File: src/rtl/mem_load_unit.sv
// mem_load_unit: M-stage load path. Issues one SRAM-like read per legal load,
// stalls the pipeline until the data returns, then formats the addressed
// byte/halfword/word for the W stage. Misaligned loads raise adel without
// touching the bus; a flushed load still completes on the bus but its data is
// discarded.
//
// state | meaning
// IDLE  | no load in flight; accepts a legal, aligned, unflushed load
// REQ   | data_req high, waiting for data_addr_ok
// WAIT  | address accepted, waiting for data_data_ok
// DONE  | load_result valid, held while pipe_stall_in is high
// DRAIN | load was flushed; swallow the returning data
module mem_load_unit #(
    parameter int ADDR_W = 32,
    parameter int DATA_W = 32
) (
    input  logic              clk,
    input  logic              rst,
    input  logic              req_valid,
    input  logic [5:0]        req_op,
    input  logic [ADDR_W-1:0] req_addr,
    input  logic              flush,
    input  logic              pipe_stall_in,
    output logic              data_req,
    output logic [ADDR_W-1:0] data_addr,
    output logic [1:0]        data_size,
    input  logic              data_addr_ok,
    input  logic              data_data_ok,
    input  logic [DATA_W-1:0] data_rdata,
    output logic              load_stall,
    output logic              load_done,
    output logic [DATA_W-1:0] load_result,
    output logic              adel,
    output logic [ADDR_W-1:0] badvaddr
);

    typedef enum logic [2:0] {IDLE, REQ, WAIT, DONE, DRAIN} stateType;

    stateType state, nextState;

    logic isLb, isLh, isLw, isLbu, isLhu, isLoad;
    logic misaligned, accept;
    logic [1:0] reqSize;
    logic reqSigned;
    logic signedReg;
    logic drop;
    logic [7:0] byteSel;
    logic [15:0] halfSel;
    logic [DATA_W-1:0] formatted;

    assign isLb   = (req_op == 6'b100000);
    assign isLh   = (req_op == 6'b100001);
    assign isLw   = (req_op == 6'b100011);
    assign isLbu  = (req_op == 6'b100100);
    assign isLhu  = (req_op == 6'b100101);
    assign isLoad = isLb | isLh | isLw | isLbu | isLhu;

    // Only legal load opcodes can be misaligned, so isLoad is implied here.
    assign misaligned = ((isLh | isLhu) & req_addr[0]) |
                        (isLw & (req_addr[1:0] != 2'b00));
    assign accept     = req_valid & isLoad & ~misaligned & ~flush & (state == IDLE);
    assign reqSize    = isLw ? 2'd2 : ((isLh | isLhu) ? 2'd1 : 2'd0);
    assign reqSigned  = isLb | isLh;

    // State register
    always_ff @(posedge clk or negedge rst) begin
        if (!rst) begin
            state <= IDLE;
        end else begin
            state <= nextState;
        end
    end

    // Next-state decode; a flushed load never reaches DONE
    always_comb begin
        nextState = state;
        case (state)
            IDLE: begin
                if (accept) nextState = REQ;
            end
            REQ: begin
                if (data_addr_ok) begin
                    if (drop | flush) nextState = data_data_ok ? IDLE : DRAIN;
                    else              nextState = data_data_ok ? DONE : WAIT;
                end
            end
            WAIT: begin
                // Data arriving together with a flush is already the drained beat.
                if (data_data_ok) nextState = flush ? IDLE : DONE;
                else if (flush)   nextState = DRAIN;
            end
            DONE: begin
                if (flush | ~pipe_stall_in) nextState = IDLE;
            end
            DRAIN: begin
                if (data_data_ok) nextState = IDLE;
            end
            default: nextState = IDLE;
        endcase
    end

    // Combinational outputs: stall and address-error reporting
    always_comb begin
        load_stall = accept | (state == REQ) | (state == WAIT) | (state == DRAIN);
        adel       = req_valid & (state == IDLE) & misaligned;
        badvaddr   = adel ? req_addr : '0;
    end

    // Byte/halfword extraction from the returned word using the captured address
    always_comb begin
        case (data_addr[1:0])
            2'd1:    byteSel = data_rdata[15:8];
            2'd2:    byteSel = data_rdata[23:16];
            2'd3:    byteSel = data_rdata[31:24];
            default: byteSel = data_rdata[7:0];
        endcase
        halfSel = data_addr[1] ? data_rdata[31:16] : data_rdata[15:0];
        case (data_size)
            2'd0:    formatted = {{24{signedReg & byteSel[7]}}, byteSel};
            2'd1:    formatted = {{16{signedReg & halfSel[15]}}, halfSel};
            default: formatted = data_rdata;
        endcase
    end

    // Registered bus request, captured request fields, drop flag and result
    always_ff @(posedge clk or negedge rst) begin
        if (!rst) begin
            data_req    <= 1'b0;
            data_addr   <= '0;
            data_size   <= 2'd0;
            signedReg   <= 1'b0;
            drop        <= 1'b0;
            load_done   <= 1'b0;
            load_result <= '0;
        end else begin
            data_req  <= (nextState == REQ);
            load_done <= (nextState == DONE);
            drop      <= (state == REQ) & (nextState == REQ) & (drop | flush);
            if (accept) begin
                data_addr <= req_addr;
                data_size <= reqSize;
                signedReg <= reqSigned;
            end
            if ((state != DONE) && (nextState == DONE)) begin
                load_result <= formatted;
            end
        end
    end

endmodule

File: config.mk
export PLATFORM = sky130hd
export DESIGN_NAME = mem_load_unit
export DESIGN_NICKNAME = d
export VERILOG_FILES = /design/src/rtl/mem_load_unit.sv
export SDC_FILE = /design/constraint.sdc
export NUM_CORES = 1
export LEC_CHECK = 0
export BUFFER_PORTS_ARGS = -buffer_cell sky130_fd_sc_hd__clkbuf_2
export CORE_UTILIZATION = 44
export CTS_BUF_LIST = sky130_fd_sc_hd__clkbuf_8
export DETAILED_ROUTE_END_ITERATION = 12
export PLACE_DENSITY = 0.79
export SLEW_MARGIN = 10
export SYNTH_ARGS = -nofsm -noshare
export SYNTH_HDL_FRONTEND = slang
export SYNTH_SLANG_ARGS = --single-unit
File: constraint.sdc
create_clock -name clk -period 1.84 [get_ports clk]
set_input_delay 0.092 -clock clk [delete_from_list [all_inputs] [get_ports clk]]
set_output_delay 0.092 -clock clk [all_outputs]
set_load 0.02 [all_outputs]
# Yosys cells after proc, flatten, opt, wreduce, memory -nomap -nowiden
# Cells that the tools add are included.
# Widths: inputs -> output; s select.
dict set report word_totals {
  ramBits 0
  rom_bits 0
  regBits 73
  latchBits 0
  in_bits 77
  mem_count 0
  wordCells 71
  out_inout_bits 102
}
dict set report op_classes {
  n_eq_ne 16
  n_shift 0
  n_reduce_logical 4
  n_div 0
  n_bitwise 26
  n_mul 0
  n_addsub 0
  n_lt_le_gt_ge 0
  n_mux 17
}
# cell n
set op_table {}
lappend op_table {{$pmux 32 s2} 1}
lappend op_table {{$mux 32} 1}
lappend op_table {{$eq 6x6->1 const B} 5}
lappend op_table {{$mux 3} 8}
lappend op_table {{$pmux 8 s3} 1}
lappend op_table {{$mux 16} 1}
lappend op_table {{$pmux 3 s5} 1}
lappend op_table {{$and 1x1->1} 12}
lappend op_table {{$or 1x1->1} 11}
lappend op_table {{$eq 3x2->1 const B} 3}
lappend op_table {{$eq 3x1->1 const B} 2}
lappend op_table {{$eq 2x1->1 const B} 2}
lappend op_table {{$eq 2x2->1 const B} 2}
lappend op_table {{$mux 2} 2}
lappend op_table {{$eq 3x3->1 const B} 1}
lappend op_table {{$logic_not 3->1} 1}
lappend op_table {{$ne 3x2->1 const B} 1}
lappend op_table {{$not 1->1} 3}
lappend op_table {{$logic_not 2->1} 1}
lappend op_table {{$mux 1} 2}
lappend op_table {{$reduce_bool 2->1} 1}
lappend op_table {{$logic_and 1x1->1} 1}

# Longest topological paths before layout
# Gate-level depths: netlist of run 1.
dict set report depth {
  depth_word 14
  ltp_mapped 7
  mapped_depth_nobuf 4
}

# Least setup slack after synthesis of run 1
# No wires, ideal clock.
dict set report synth_path {
  kind {register to register}
  startpoint {register state[0]}
  endpoint {register data_addr[10]}
  setup_time_ns 0.125
  synth_period_minus_slack_ns 1.983
  path_buffers 2
  required_ns 1.715
  arrival_ns 1.858
  slack_ns -0.143
  stages_incl_launch_ff 7
  cell_sequence {dfrtp_1 > or4b_4 > nor3_4 > and3_1 > buf_6 > buf_12 > mux2_4}
}
dict set report synth_between {
  elab_chain_len 2
}
# item line_no
set synth_rtl {}
lappend synth_rtl {{start: declaration} 39} ;# stateType state, nextState;
lappend synth_rtl {{start signal: assignment} 70} ;# state <= nextState;
lappend synth_rtl {{$logic_not 3->1} 61} ;# assign accept = req_valid & isLoad & ~misaligned & ~flush & (state == IDLE);
lappend synth_rtl {{$and 1x1->1} 61}
lappend synth_rtl {{end signal: assignment} 140} ;# data_addr <= req_addr;
lappend synth_rtl {{end: declaration} 25} ;# output logic [ADDR_W-1:0] data_addr,
# Every way passes these cells.
# A chain may end at the register's enable or synchronous reset.

# Final worst setup path of run 1
dict set report layout_path {
  startpoint {register state[1]}
  endpoint {output port badvaddr[26]}
}
dict set report layout_between {
  elab_chain_len 4
}
# item line_no
set layout_rtl {}
lappend layout_rtl {{$logic_not 3->1} 105} ;# adel = req_valid & (state == IDLE) & misaligned;
lappend layout_rtl {{$and 1x1->1 (2 in a row)} 105}
lappend layout_rtl {{$mux 32} 106} ;# badvaddr = adel ? req_addr : '0;
lappend layout_rtl {{end: declaration} 34} ;# output logic [ADDR_W-1:0] badvaddr
# Every way passes these cells.

==> metrics.txt, run 1 <==
CP peak stage delay 0.55 ns; most used cell, CP buf_6; antenna cells 0; RSZ-0062 raised after global routing yes; slowest CP cell or4b_4; CTS Buffer Depth 2; max cap viols 0; I/O pin cnt 179; worst-skew pair later-pin latency 0.35 ns; Fin. Hold Viols 0; dpl hpwl 8120 um; largest net degree at the start of global routing 43; FP Rows 33; Clock power frac 23.6%; Synth top area share 48.0%; nets 669; CP arrival 2.10 ns; DR iter-0 viols 190; CTS Buf Count 9; vias in the first global route 3641; # DRC 0; crit path kind flop to output port; Synth Net Count 434; Die Y 95.0 um; Vias per Instance 5.35; Sw Share 36.5%; Post-Route WL 12700 um; post-synthesis cell count 357; CP required 1.75 ns; Post-synth EDFFs 0; clk sinks 73; share of layout cells above drive strength 1 48.7%; Layout area overhead 57.7%; combinational power share 38.3%; crit-path max FO 8; area leader, netlist dfrtp_1; die width 95.0 um; Hold WS 0.0157 ns; GP Congestion 0.888; ys flop type dfrtp_1; CTS tree yes; synth unique cells 50; CTS clock-pin slew for the worst setup and hold paths 0.08 ns; drt pass-1 iters 4; via count 3754; initial antenna violation count 0; Tcrit/Tclk final 119%; top cells by area, synth dfrtp_1 (48%), mux2_4 (11%), and2_1 (5.6%); status complete, but fails checks; # H-tree levels 3; floorplan core area 8300 um^2; total gr overflow 0; synthesized cell area 3810 um^2; PwrDens 997 nW/um^2; Max IR drop VDD 482 uV; max-slew violations 0; worst clock skew 0.00973 ns; Yosys warnings 0; Syn Area/Cell 10.7 um^2; measured slew at the worst slew-check pin 0.542 ns; initial core utilization 45.9%; register area share after synthesis 48.0%; die area 9030 um^2; P_leak 3.08 nW; overall routing resource usage 26.9%; final setup margin -0.350 ns; drt wl/cell 18.1 um; internal power component 3.80 mW; failing checks negative setup slack; Layout Utilization 72.3%; first-pass GRT wire length 18400 um; Final ANT Viol Nets 0; Synth Register Bits 73; Slew HR 63.9%; Worst Setup Start Kind flop; number of buffers added on ports 178; Hold Crit Class primary input to flop; Root Driver clkbuf_8; CP Cell Sequence or4b_4 -> buf_6 -> nor2_4 -> buf_6 -> clkbuf_16 -> and2_1 -> clkbuf_8; sw power 2.19 mW; async set-reset flop share out of synthesis 100%; final setup vio count 66; critical path capture point type output port; sequential share of power 38.1%; min Tclk post-route 2.19 ns; fmax 457 MHz
==> state kept, by name, indices dropped and copies added (netlist names) <==
signal and count:
drop 1, signedReg 1, state 3, load_result 32, data_req 1, data_size 2, load_done 1, data_addr 32
==> metal layers <==
layer,part of all wire (%),vias up,global-route usage (%)
met1,39,1824,33.0
met2,52,150,44.2
met3,5.5,36,6.46
li1,-,1744,-
met4,3.4,0,13.0
met5,0,-,0
==> cells in the mapped netlist (3+ instances only) <==
library cell / count
dfrtp_1: 73
o21ai_0: 6
nand3_1: 32
or3_1: 3
mux2_2: 6
buf_2: 3
nor2_1: 20
nand2_1: 34
nor2b_1: 3
a21oi_1: 23
mux2i_1: 5
buf_12: 3
mux2_4: 27
a31oi_1: 8
a22o_1: 8
and2_1: 34
clkbuf_1: 14
a22oi_1: 7
a211o_1: 6
buf_1: 4
==> power by group through the flow <==
stage,sequential [mW],combinational [mW],clock (mW)
after global placement,2.29,2.10,0
after detailed placement,2.30,2.15,0
after global routing,2.33,2.47,1.50
after floorplan,2.77,0.833,0
final,2.28,2.29,1.41
after CTS,2.28,2.23,1.41
==> cell usage in the layout (no fill, tap or decap), types with 3 or more instances in the layout <==
master,count
a22o_1,8
mux2i_1,5
clkbuf_16,3
a22oi_1,7
buf_8,16
buf_12,7
dlygate4sd3_1,35
a31oi_1,8
buf_4,26
buf_6,7
clkbuf_2,143
nor2_1,19
mux2_4,32
dfrtp_1,72
nand3_1,32
and2_4,17
clkbuf_8,14
a211o_1,6
nor2b_1,3
nand2_1,34
a21oi_1,23
and2_1,17
clkbuf_4,8
o21ai_0,6
==> stage by stage <==
step           cell area [um^2]  power [mW]  setup TNS [ns]  worst slack [ns]  cells
2_1_floorplan              3810        3.60           -3.98            -0.143    357
3_3_place_gp               4930        4.39           -3.72            -0.150    639
3_5_place_dp               4930        4.45           -5.63            -0.210    639
4_1_cts                    5780        5.92          -19.00            -0.345    695
5_1_grt                    6000        6.30          -21.47            -0.417    702
6_report                   6000        5.98          -17.89            -0.350    702
==> final timing paths <==
path                                            startpoint                          end  slack [ns]  depth (start not counted)
worst max-delay path                    state[1]$_DFF_PN0_                 badvaddr[26]       -0.35                          7
worst min-delay path                                 flush           state[1]$_DFF_PN0_        0.02                          2
worst max register to register          state[1]$_DFF_PN0_     data_addr[9]$_DFFE_PN0P_       -0.32                          7
worst min register to register  load_result[5]$_DFFE_PN0P_   load_result[5]$_DFFE_PN0P_        0.49                          2
max in group asynchronous                              rst  load_result[19]$_DFFE_PN0P_        0.94                          3
min in group asynchronous                              rst    data_addr[13]$_DFFE_PN0P_        0.26                          2
==> critical path: cells and delay by family, from the launching register on <==
family                 cells  cell delay (ns)
and+or+nand+nor            3             0.79
buffers and inverters      4             0.57
DFF                        1             0.39
==> what timing repair did <==
item                                   CTS  global route
pin swaps                                3             3
hold buffers                            33             2
resized for setup                       62            55
gates cloned                             1             3
endpoints found under the hold margin   72             2
setup buffers                            6             3
setup endpoints to repair               66            68
==> final cells by class <==
type / instances / area [um^2]
fillers: 600 / 2300
repair buffers: 249 / 1910
multi-input cells: 258 / 1910
flip-flops and latches: 73 / 1830
clock buffers: 10 / 138
well taps: 105 / 131
clock inverters: 6 / 82.6
inverters: 1 / 3.75
==> logic make-up (layout without fill, tap and decap cells) <==
logic type      count (synthesis)  in the layout  synth area share, %
buf+inv                        26            266                 4.14
simple gates                  145            145                 20.3
compound gates                 74             74                 13.3
mux                            39             39                 14.3
flops                          73             73                 48.0
(Power assumes the default switching activity.)
==> run 2: changes to the inputs <==
Settings changed: SETUP_SLACK_MARGIN set to 0.2.
==> metrics.txt, run 2 (synthesis gave the netlist of run 1 again) <==
Final ANT Viol Nets 0; share of layout cells above drive strength 1 55.5%; Power Total 6.42 mW; CP peak stage delay 0.56 ns; Slew HR 58.7%; Worst Setup Start Kind flop; final setup vio count 66; antenna cells 0; CTS tree yes; initial core utilization 45.9%; nets 674; largest net degree at the start of global routing 46; clk sinks 73; FP Rows 33; dpl ws -0.144 ns; slowest CP cell or4b_4; max-slew violations 0; DR iter-0 viols 285; FF-to-FF setup slack -0.18 ns; CP Cell Sequence or4b_4 -> nor3_4 -> and3_4 -> buf_6 -> nand2b_4 -> buf_8; fmax 490 MHz; CTS clock-pin slew for the worst setup and hold paths 0.08 ns; # DRC 0; worst clock skew 0.0110 ns; hold_sp req_addr[9]; CP required 1.75 ns; Regs by FF count data_addr (32), load_result (32), state (3); P_leak 3.16 nW; Die Y 95.0 um; Tcrit/Tclk final 111%; GP Congestion 0.937; Root Driver clkbuf_8; drt wl/cell 18.2 um; cell area after placement 4970 um^2; die width 95.0 um; non-filler cells, final 707; Post-Route WL 12900 um; vias in the first global route 3761; Layout Utilization 74.1%; max cap viols 0; drt pass-1 iters 5; dpl hpwl 7990 um; Hold WS 0.00827 ns; Layout area overhead 61.5%; WP buf/inv 2; initial antenna violation count 0; hold endpoint data_addr[9]$_DFFE_PN0P_; via count 3885; setup tns final -10.83 ns; Crit. Startpoint state[0]$_DFF_PN0_; commonest non-fill, non-tap cell in the layout clkbuf_2; FF-to-FF End data_addr[6]$_DFFE_PN0P_; # H-tree levels 3; min Tclk post-route 2.04 ns; overall routing resource usage 27.8%; crit path kind flop to output port; RR Startpoint state[0]$_DFF_PN0_; first-pass GRT wire length 19000 um; WHS Path Cells 2; critical path capture point type output port; Fin. Hold Viols 0; cell area after layout 6150 um^2; CTS Buf Count 9; CP arrival 1.95 ns; measured slew at the worst slew-check pin 0.620 ns; failing checks negative setup slack; Max IR drop VDD 472 uV; total gr overflow 0; final setup margin -0.200 ns; Vias per Instance 5.50; reg2reg path depth 6; floorplan core area 8300 um^2; PwrDens 1040 nW/um^2; commonest non-fill, non-tap cells in the layout clkbuf_2 (175), dfrtp_1 (71), dlygate4sd3_1 (35); Hold Crit Class primary input to flop; I/O pin cnt 179; crit-path max FO 2; Inst Count DP 637; number of buffers added on ports 178; worst-skew pair later-pin latency 0.35 ns; CTS Buffer Depth 2; die area 9030 um^2; status complete, but fails checks; CP delay by family, top simple AND/OR/NAND/NOR gates; RSZ-0062 raised after global routing yes
==> run 2: cell count changes in the layout (fill, tap and decap cells not counted), moves of 7 or more <==
cell,delta
clkbuf_4,-8
and2_4,-16
and2_1,+14
nor2_1,-11
a21oi_1,-9
buf_4,-7
nand2_1,-13
clkbuf_2,+32
buf_8,-11
nand3_2,+11
nand2_4,+9
nand3_1,-11
==> run 2: how the worst max path moves through the flow <==
stage                                      endpoint  slack, ns  depth (start not counted)
after floorplan           data_addr[10]$_DFFE_PN0P_      -0.14                          6
after global placement    data_addr[17]$_DFFE_PN0P_      -0.11                          5
after detailed placement  data_addr[21]$_DFFE_PN0P_      -0.14                          5
after CTS                                load_stall      -0.27                          6
after global routing                   badvaddr[18]      -0.27                          5
final                                    load_stall      -0.20                          6
==> run 2: worst reg2reg max path, stage by stage (launching register included) <==
cell,delay [ns]
dfrtp_1,0.38
or4b_4,0.56
nor3_4,0.13
and3_4,0.22
buf_6,0.15
buf_12,0.15
mux2_4,0.31
==> run 2: cell type report <==
type / instances / area, um^2
sequential: 73 / 1830
multi-input combinational: 258 / 2130
timing repair buffer: 254 / 1800
clock buffer: 10 / 138
clock inverter: 6 / 106
inverter: 1 / 7.51
fill: 551 / 2150
tap: 105 / 131
==> run 2: where the power goes <==
part,switching (mW),leakage [nW],total [mW],internal [mW]
registers,0.361,0.950,2.38,2.02
logic,1.40,2.09,2.49,1.10
clock network,0.620,0.124,1.55,0.931
==> run 2: repair_timing <==
| action | CTS | global route |
|---|---|---|
| gates resized for setup | 33 | 58 |
| hold endpoints to repair | 78 | 0 |
| endpoints found under the setup margin | 96 | 99 |
| setup buffers | 13 | 2 |
| hold buffers | 35 | 0 |
| pin swaps | 13 | 9 |
| cloned | 4 | 0 |
==> run 2: per-layer routing <==
| metal | vias to the layer above | wire (um) | track usage [%] |
|---|---|---|---|
| met5 | - | 0 | 0 |
| met4 | 0 | 437 | 12.5 |
| met3 | 46 | 728 | 4.63 |
| met2 | 188 | 6610 | 48.0 |
| met1 | 1888 | 5120 | 33.8 |
| li1 | 1763 | - | - |
